**src/rtl/dmem_arb_pkg.sv**
```systemverilog
// Shared types for the DMEM arbiter: port ownership, read-return tags and sizing constants.
package dmem_arb_pkg;

  typedef enum logic {
    OWN_C = 1'b0,
    OWN_X = 1'b1
  } owner_e;

  typedef struct packed {
    logic   valid;
    owner_e owner;
  } tag_t;

  localparam int READ_LAT_MAX = 4;
  localparam int WAIT_W       = 8;

endpackage

```
**src/rtl/dmem_arbiter_if.sv**
```systemverilog
// Bundle of both requester ports and the DMEM macro side of the arbiter.
interface dmem_arbiter_if #(
  parameter int AW = 32,
  parameter int DW = 32
) ();

  logic          c_req;
  logic          c_we;
  logic [AW-1:0] c_addr;
  logic [DW-1:0] c_wdata;
  logic          c_gnt;
  logic          c_stall;
  logic          c_rvalid;
  logic [DW-1:0] c_rdata;

  logic          x_req;
  logic          x_we;
  logic [AW-1:0] x_addr;
  logic [DW-1:0] x_wdata;
  logic          x_gnt;
  logic          x_rvalid;
  logic [DW-1:0] x_rdata;

  logic          mem_en;
  logic          mem_we;
  logic [AW-1:0] mem_addr;
  logic [DW-1:0] mem_wdata;
  logic [DW-1:0] mem_rdata;

  modport slave (
    input  c_req, c_we, c_addr, c_wdata,
    output c_gnt, c_stall, c_rvalid, c_rdata,
    input  x_req, x_we, x_addr, x_wdata,
    output x_gnt, x_rvalid, x_rdata,
    output mem_en, mem_we, mem_addr, mem_wdata,
    input  mem_rdata
  );

  modport master (
    output c_req, c_we, c_addr, c_wdata,
    input  c_gnt, c_stall, c_rvalid, c_rdata,
    output x_req, x_we, x_addr, x_wdata,
    input  x_gnt, x_rvalid, x_rdata,
    input  mem_en, mem_we, mem_addr, mem_wdata,
    output mem_rdata
  );

endinterface

```
**src/rtl/dmem_rd_tag_pipe.sv**
```systemverilog
// Read-return tag shift register matching the DMEM read latency; clr drops everything in flight.
module dmem_rd_tag_pipe
  import dmem_arb_pkg::*;
#(
  parameter int STAGES = 1
) (
  input  logic gclk,
  input  logic clr,
  input  tag_t tag_in,
  output tag_t tag_out
);

  tag_t [STAGES-1:0] vld_pipe;

  always_ff @(posedge gclk) begin
    if (clr) begin
      vld_pipe <= '0;
    end else begin
      vld_pipe[0] <= tag_in;
      for (int i = 1; i < STAGES; i++) vld_pipe[i] <= vld_pipe[i-1];
    end
  end

  assign tag_out = vld_pipe[STAGES-1];

endmodule

```
**src/rtl/dmem_arbiter.sv**
```systemverilog
// Two-port DMEM arbiter: core (C) vs loader/debug (X), one access per cycle,
// read data routed back to its owner after the fixed RAM read latency.
module dmem_arbiter
  import dmem_arb_pkg::*;
#(
  parameter int AW            = 32,
  parameter int DW            = 32,
  parameter int READ_LAT      = 1,
  parameter int CORE_PRIORITY = 0,
  parameter int MAX_WAIT      = 8
) (
  input logic           CLK,
  input logic           RESET,
  dmem_arbiter_if.slave bus
);

  localparam int LAT = (READ_LAT > READ_LAT_MAX) ? READ_LAT_MAX :
                       (READ_LAT < 1)            ? 1 : READ_LAT;

  owner_e            last_owner;
  logic [WAIT_W-1:0] wait_cnt;
  logic              starved;
  logic              c_win, x_win;
  logic              c_rv, x_rv;
  logic [AW-1:0]     addr_mux;
  logic [DW-1:0]     c_rdata_q, x_rdata_q;
  tag_t              tag_in, tag_out;

  assign starved = (wait_cnt == WAIT_W'(MAX_WAIT));

  // Grants are suppressed during reset so nothing new enters the RAM or tag pipe.
  always_comb begin
    c_win = 1'b0;
    x_win = 1'b0;
    if (!RESET) begin
      if (bus.c_req && bus.x_req) begin
        if (CORE_PRIORITY != 0) x_win = starved;
        else                    x_win = (last_owner == OWN_C);
        c_win = !x_win;
      end else begin
        c_win = bus.c_req;
        x_win = bus.x_req;
      end
    end
  end

  always_ff @(posedge CLK) begin
    if (RESET) begin
      last_owner <= OWN_X;
      wait_cnt   <= '0;
      c_rdata_q  <= '0;
      x_rdata_q  <= '0;
    end else begin
      if (c_win)      last_owner <= OWN_C;
      else if (x_win) last_owner <= OWN_X;
      if (!bus.x_req || x_win) wait_cnt <= '0;
      else if (!starved)        wait_cnt <= wait_cnt + WAIT_W'(1);
      if (c_rv) c_rdata_q <= bus.mem_rdata;
      if (x_rv) x_rdata_q <= bus.mem_rdata;
    end
  end

  assign addr_mux      = x_win ? bus.x_addr : bus.c_addr;
  assign bus.mem_en    = c_win | x_win;
  assign bus.mem_we    = (c_win & bus.c_we) | (x_win & bus.x_we);
  assign bus.mem_addr  = addr_mux;
  assign bus.mem_wdata = x_win ? bus.x_wdata : bus.c_wdata;

  assign tag_in.valid = bus.mem_en & ~bus.mem_we;
  assign tag_in.owner = x_win ? OWN_X : OWN_C;

  dmem_rd_tag_pipe #(.STAGES(LAT)) u_tag_pipe (
    .gclk    (CLK),
    .clr     (RESET),
    .tag_in  (tag_in),
    .tag_out (tag_out)
  );

  assign c_rv = tag_out.valid & (tag_out.owner == OWN_C) & ~RESET;
  assign x_rv = tag_out.valid & (tag_out.owner == OWN_X) & ~RESET;

  assign bus.c_gnt    = c_win;
  assign bus.x_gnt    = x_win;
  assign bus.c_stall  = bus.c_req & ~c_win;
  assign bus.c_rvalid = c_rv;
  assign bus.x_rvalid = x_rv;
  // Returning data is visible in its valid cycle; otherwise the last value is held.
  assign bus.c_rdata  = c_rv ? bus.mem_rdata : c_rdata_q;
  assign bus.x_rdata  = x_rv ? bus.mem_rdata : x_rdata_q;

endmodule

```
**src/flat_wrapper.sv**
```systemverilog
// flat-port wrapper written by rule: the top's interface ports become plain ports
module dmem_arbiter_flat import dmem_arb_pkg::*;
#(
  parameter int AW            = 32,
  parameter int DW            = 32,
  parameter int READ_LAT      = 1,
  parameter int CORE_PRIORITY = 0,
  parameter int MAX_WAIT      = 8
)
  (CLK, RESET, bus_c_req, bus_c_we, bus_c_addr, bus_c_wdata, bus_c_gnt, bus_c_stall, bus_c_rvalid, bus_c_rdata, bus_x_req, bus_x_we, bus_x_addr, bus_x_wdata, bus_x_gnt, bus_x_rvalid, bus_x_rdata, bus_mem_en, bus_mem_we, bus_mem_addr, bus_mem_wdata, bus_mem_rdata);
  dmem_arbiter_if #(.AW(AW), .DW(DW)) bus_i ();
  input logic CLK;
  input logic RESET;
  input wire logic [$bits(bus_i.c_req)-1:0] bus_c_req;
  input wire logic [$bits(bus_i.c_we)-1:0] bus_c_we;
  input wire logic [$bits(bus_i.c_addr)-1:0] bus_c_addr;
  input wire logic [$bits(bus_i.c_wdata)-1:0] bus_c_wdata;
  output wire logic [$bits(bus_i.c_gnt)-1:0] bus_c_gnt;
  output wire logic [$bits(bus_i.c_stall)-1:0] bus_c_stall;
  output wire logic [$bits(bus_i.c_rvalid)-1:0] bus_c_rvalid;
  output wire logic [$bits(bus_i.c_rdata)-1:0] bus_c_rdata;
  input wire logic [$bits(bus_i.x_req)-1:0] bus_x_req;
  input wire logic [$bits(bus_i.x_we)-1:0] bus_x_we;
  input wire logic [$bits(bus_i.x_addr)-1:0] bus_x_addr;
  input wire logic [$bits(bus_i.x_wdata)-1:0] bus_x_wdata;
  output wire logic [$bits(bus_i.x_gnt)-1:0] bus_x_gnt;
  output wire logic [$bits(bus_i.x_rvalid)-1:0] bus_x_rvalid;
  output wire logic [$bits(bus_i.x_rdata)-1:0] bus_x_rdata;
  output wire logic [$bits(bus_i.mem_en)-1:0] bus_mem_en;
  output wire logic [$bits(bus_i.mem_we)-1:0] bus_mem_we;
  output wire logic [$bits(bus_i.mem_addr)-1:0] bus_mem_addr;
  output wire logic [$bits(bus_i.mem_wdata)-1:0] bus_mem_wdata;
  input wire logic [$bits(bus_i.mem_rdata)-1:0] bus_mem_rdata;
  assign bus_i.c_req = bus_c_req;
  assign bus_i.c_we = bus_c_we;
  assign bus_i.c_addr = bus_c_addr;
  assign bus_i.c_wdata = bus_c_wdata;
  assign bus_c_gnt = bus_i.c_gnt;
  assign bus_c_stall = bus_i.c_stall;
  assign bus_c_rvalid = bus_i.c_rvalid;
  assign bus_c_rdata = bus_i.c_rdata;
  assign bus_i.x_req = bus_x_req;
  assign bus_i.x_we = bus_x_we;
  assign bus_i.x_addr = bus_x_addr;
  assign bus_i.x_wdata = bus_x_wdata;
  assign bus_x_gnt = bus_i.x_gnt;
  assign bus_x_rvalid = bus_i.x_rvalid;
  assign bus_x_rdata = bus_i.x_rdata;
  assign bus_mem_en = bus_i.mem_en;
  assign bus_mem_we = bus_i.mem_we;
  assign bus_mem_addr = bus_i.mem_addr;
  assign bus_mem_wdata = bus_i.mem_wdata;
  assign bus_i.mem_rdata = bus_mem_rdata;
  dmem_arbiter #(.AW(AW), .DW(DW), .READ_LAT(READ_LAT), .CORE_PRIORITY(CORE_PRIORITY), .MAX_WAIT(MAX_WAIT)) u_core (.CLK(CLK), .RESET(RESET), .bus(bus_i));
endmodule
```
**config.mk**
```make
export PLATFORM = sky130hd
export DESIGN_NAME = dmem_arbiter_flat
export DESIGN_NICKNAME = d
export VERILOG_FILES = /design/src/rtl/dmem_arb_pkg.sv /design/src/rtl/dmem_arbiter_if.sv /design/src/rtl/dmem_rd_tag_pipe.sv /design/src/rtl/dmem_arbiter.sv /design/src/flat_wrapper.sv
export SDC_FILE = /design/constraint.sdc
export NUM_CORES = 1
export LEC_CHECK = 0
export CORE_MARGIN = 1
export CORE_UTILIZATION = 32
export CTS_CLUSTER_SIZE = 16
export DETAILED_ROUTE_END_ITERATION = 16
export GPL_TIMING_DRIVEN = 0
export PLACE_DENSITY = 0.88
export SLEW_MARGIN = 5
export SYNTH_ARGS = -nofsm -noshare
export SYNTH_HDL_FRONTEND = slang
export SYNTH_HIERARCHICAL = 1
export SYNTH_SLANG_ARGS = --single-unit
```
**constraint.sdc**
```tcl
create_clock -name CLK -period 1.45 [get_ports CLK]
set_clock_uncertainty 0.05 [all_clocks]
set_input_delay 0.145 -clock CLK [delete_from_list [all_inputs] [get_ports CLK]]
set_output_delay 0.145 -clock CLK [all_outputs]
set_load 0.03 [all_outputs]
```
* Word level (Yosys, flattened, before mapping) *
Cells that the tools add are included.

word-level totals
  register bits after elaboration = 67
  memory bits (read-only) = 0
  input bits = 166
  bits in writable memories = 0
  output and inout bits = 135
  bits in latches = 0
  word-level logic and storage cells = 36
  memories kept = 0

cells by class
  bitwise gates (word level) = 15
  reduce and logical (&&, ||, !) cells = 3
  shift-type cells = 0
  $lt $le $gt $ge = 0
  $mul = 0
  mux-type cells = 13
  equality and inequality tests = 0
  add/subtract/negate cells = 0
  div/mod/pow operators = 0

operators by type and width
  kind                count
  32-bit 2-to-1 mux   4
  1-bit 2-to-1 mux    9
  1-bit AND           8
  1-bit NOT           5
  1-bit OR            2
  2-bit nonzero test  1
  1-bit logical AND   1
  1-bit logical NOT   1

* Logic depth before layout (Yosys ltp) *
  word-level depth = 10
  mapped depth = 5
  mapped depth without buffers = 4

* Hierarchy *
The synthesis kept the hierarchy.

by module, submodules not included
  module            cells each  area an instance (µm²)  times used  sequential area each (µm²)
  dmem_arbiter      444         4155.2                  1           1301.2
  dmem_rd_tag_pipe  4           52.6                    1           40.0

* Worst setup path after synthesis *
Ideal clock, no wire load.

  kind = flip-flop to output port
  from = register u_core.u_tag_pipe.vld_pipe, in the netlist u_core/u_tag_pipe/tag_out[1]
  to = output port bus_c_rdata[21]
  data arrival time = 1.368 ns
  path slack = -0.113 ns
  stages on the path, launching flop included = 4
  required time = 1.255 ns
  path buffers = 1
  cell sequence = dfxtp_1 -> nor3b_4 -> buf_6 -> mux2_2

on the way
  cells in the longest elaborated chain, start to end = 3

ends and longest elaborated chain
  item                     RTL line                source
  from (decl)              dmem_rd_tag_pipe.sv:13  tag_t [STAGES-1:0] vld_pipe;
  1-bit AND (2 in series)  dmem_arbiter.sv:79      assign c_rv = tag_out.valid & (tag_out.owner == OWN_C) & ~RESET;
  net bus_c_rvalid         flat_wrapper.sv:20      output wire logic [$bits(bus_i.c_rvalid)-1:0] bus_c_rvalid;
  32-bit 2-to-1 mux        dmem_arbiter.sv:88      assign bus.c_rdata = c_rv ? bus.mem_rdata : c_rdata_q;
  to (decl)                flat_wrapper.sv:21      output wire logic [$bits(bus_i.c_rdata)-1:0] bus_c_rdata;

The timed path passes the listed nets, and every way through them passes these cells.

* Worst setup path after layout *
  from = register u_core.last_owner
  to = output port bus_mem_addr[15]

on the way
  cells in the longest elaborated chain, start to end = 6

ends and longest elaborated chain
  item                    RTL line            source
  from (decl)             dmem_arbiter.sv:20  owner_e last_owner;
  from (signal assigned)  dmem_arbiter.sv:49  last_owner <= OWN_X;
  from (signal assigned)  dmem_arbiter.sv:54  if (c_win) last_owner <= OWN_C;
  from (signal assigned)  dmem_arbiter.sv:55  else if (x_win) last_owner <= OWN_X;
  1-bit NOT               dmem_arbiter.sv:38  else x_win = (last_owner == OWN_C);
  1-bit 2-to-1 mux        dmem_arbiter.sv:36  if (bus.c_req && bus.x_req) begin
  1-bit 2-to-1 mux        dmem_arbiter.sv:35  if (!RESET) begin
  1-bit 2-to-1 mux        dmem_arbiter.sv:36
  1-bit 2-to-1 mux        dmem_arbiter.sv:35
  32-bit 2-to-1 mux       dmem_arbiter.sv:63  assign addr_mux = x_win ? bus.x_addr : bus.c_addr;
  to (decl)               flat_wrapper.sv:31  output wire logic [$bits(bus_i.mem_addr)-1:0] bus_mem_addr;

Every way passes these cells. The select of a mux whose other input is x is not followed.

==> results.cfg <==
[place]
pre_cts_ws_ns = -1.19
routabilityCongestion = 0.846
dp_cells = 920
port_buffers = 300
place_hpwl_mm = 14.7
placed_area_mm2 = 0.00749

[power]
power.internal_mw = 4.42
power.leakage_nw = 3.91
power_mw = 6.29
power_frac_clock_pct = 35.3
p_sw_mw = 1.87
max-vdd-ir-drop_mv = 0.614
combinationalPowerShare_pct = 34.5
swShare_pct = 29.7
power_density_mw_per_mm2 = 689
p_seq_share_pct = 30.2

[timing]
fmax_ghz = 0.480
rsz0062_at_grt = yes
min_period_ns = 2.09
max-slew-margin-rel_pct = 53.4
post-route-period-util_pct = 144
setup_ws_ns = -0.635
setup_viol = 147
report.final.slew_viol_count = 0
worst_pin_slew_ns = 0.699
final.setup.tns_ns = -67.02
hold_violations = 0
fin_hold_ws_ns = 0.0972

[yosys]
synth_area_leaders = dfxtp_1 32%, mux2_2 21%, mux2_4 17%
yosysUniqueCellTypes = 27
synth_edf_count = 0
yosysTopAreaCell = dfxtp_1
syn-num-nets = 614
synthCells = 448
synth_area_mm2 = 0.00421
synth_top_area_share_pct = 31.9
async_flop_share_pct = 0
ys_top_cells_by_count = 132 x nand2_1, 78 x mux2_2, 67 x dfxtp_1
ys_seq_area_share_pct = 31.9
synth-seq-cells = 67
syn_area_per_cell_um2 = 9.39
yosys_warnings = 6
synth_most_common_cell = nand2_1
synthFlopType = dfxtp_1

[floorplan]
num_io_pins = 301
rows = 41
dieArea_mm2 = 0.0136
die_h_um = 117
start_util_pct = 33.1
coreArea_mm2 = 0.0127
fp.dieW_um = 117

[clock_network]
htree_levels = 3
clkSinkCount = 67
cts_buffers = 9
cts_hold_buf = 0
clk_pin_slew_ns = 0.06
cts.path.max_buffers = 2
clockRootBuffer = clkbuf_16
clock_latency_ns = 0.33
tritoncts = done

[routing]
viasPerCell = 5.05
drt_iter0_drc = 264
vias = 5059
wl_per_cell_um = 22.1
dr.pass1.iters = 7
drc = 0
wl_mm = 22.2
postRouteAntennaNets = 0

[layout]
layout.nets = 977
finalInstanceArea_mm2 = 0.00913
final_layout_size_suffix_gt1_share_pct = 49.3
finalCoreUtilization_pct = 71.8
syn2layout_area_growth_pct = 117
final_cells = 1002
fillers = 890

[critical_path]
worst_path_largest_cell_delay_ns = 0.33
cp_cell_sequence = a21bo_4 > nor2_4 > buf_12 > buf_12 > buf_12 > mux2_4 > buf_6
reg2reg_from = u_core/last_owner
cpMaxStageDelayCell = dfxtp_2
required_ns = 1.25
crit_type = reg -> out
start_kind = flip-flop
rrSetupSlack_ns = -0.11
crit_family = buffers and inverters
r2r-end = u_core/u_tag_pipe/tag_out[0]
path_max_fanout = 10
r2r_cells = 8
cp_common_cell = buf_12
arrival_ns = 1.89
endpoint_kind = output port
worst-path-buf-inv = 4

[grt]
grt_pass1_wl_mm = 28.9
antenna_found_initial = 15
grt_start_max_net_pins = 14
grt_pass1_vias = 4989
grt_overflow = 0
grt.total_usage_pct = 29.4

[outcome]
outcome = finished with violations
failed_checks = negative setup slack

[run]
drv_cap = 0

[hold_path]
hold_path.class = in -> reg
min_to = u_core/u_tag_pipe/tag_out[1]
worstHoldPathCells = 2
holdCritStartpoint = RESET
## cell families (layout without fill, tap and decap cells)
logic type | after synthesis | after routing | synth area share (%)
compound gates | 69 | 69 | 8.44
buf+inv | 37 | 404 | 6.75
flops | 67 | 67 | 31.9
mux | 128 | 128 | 38.6
other cells | 0 | 14 | 0
simple gates | 147 | 148 | 14.3
## layer usage
| layer | global-route usage [%] | vias up | routed length, um |
|---|---|---|---|
| li1 | - | 2279 | - |
| met1 | 30.2 | 2431 | 7820 |
| met2 | 52.7 | 269 | 11500 |
| met3 | 5.92 | 78 | 1370 |
| met4 | 22.0 | 2 | 1430 |
| met5 | 0 | - | 13 |
## worst max path at each step
stage	startpoint	slack, ns	depth (start not counted)	to
after floorplan	u_core/last_owner	-0.03	5	bus_mem_wdata[22]
after global placement	RESET	-1.19	7	bus_x_rdata[20]
after detailed placement	RESET	-1.19	7	bus_x_rdata[20]
after CTS	u_core/last_owner	-0.64	8	bus_mem_wdata[22]
after global routing	u_core/last_owner	-0.66	7	bus_mem_addr[15]
final	u_core/last_owner	-0.64	7	bus_mem_addr[15]
## power by group through the flow
stage / registers (mW) / clock network, mW / logic (mW)
2_1_floorplan: 1.93 / 0 / 0.901
3_3_place_gp: 1.94 / 0 / 1.82
3_5_place_dp: 1.94 / 0 / 1.84
4_1_cts: 1.89 / 2.23 / 2.05
5_1_grt: 1.90 / 2.32 / 2.25
6_report: 1.90 / 2.22 / 2.17
## final cells by class
cell class / instances / area (um^2) / share of cell area, %
Timing Repair Buffer: 354 / 3810 / 41.8
Multi-Input combinational cell: 345 / 3030 / 33.2
Sequential cell: 67 / 1350 / 14.8
Buffer: 32 / 373 / 4.08
Clock buffer: 10 / 229 / 2.51
Tap cell: 172 / 215 / 2.36
Clock inverter: 6 / 71.3 / 0.781
Antenna cell: 14 / 35.0 / 0.384
Inverter: 2 / 13.8 / 0.151
## sequential cells by signal (all words and copies together), names as in the netlist
| signal | cells |
|---|---|
| u_core/c_rdata_q | 32 |
| u_core/x_rdata_q | 32 |
| u_core/u_tag_pipe/tag_out | 2 |
| u_core/last_owner | 1 |
## cell usage in the layout (no fill, tap or decap), types with 2 or more instances in the layout
cell type / synthesis / layout
clkdlybuf4s50_1: 0 / 162
buf_6: 3 / 148
mux2_4: 49 / 118
nand2_1: 132 / 117
dfxtp_1: 67 / 64
a21oi_1: 65 / 51
buf_4: 2 / 20
buf_12: 6 / 17
diode_2: 0 / 14
buf_2: 14 / 14
a21oi_2: 0 / 14
clkbuf_16: 0 / 11
buf_8: 0 / 11
mux2_2: 78 / 10
nand2_4: 0 / 8
nand2_2: 0 / 7
clkbuf_1: 8 / 4
clkinvlp_4: 0 / 3
inv_6: 0 / 3
nor2_1: 3 / 3
buf_16: 0 / 2
nand3_4: 0 / 2
clkdlybuf4s15_2: 0 / 2
dlygate4sd2_1: 0 / 2
nand3_1: 2 / 2
buf_1: 2 / 2
nor2b_1: 3 / 2
dfxtp_4: 0 / 2
## repair_timing
| item | 4_1_cts | 5_1_grt |
|---|---|---|
| hold endpoints to repair | 0 | 0 |
| resized for setup | 1000 | 135 |
| setup buffers | 33 | 22 |
| setup endpoints to repair | 155 | 189 |
| gates cloned | 10 | 2 |
| pin swaps | 5 | 17 |
Power figures use the tool's default switching activity.
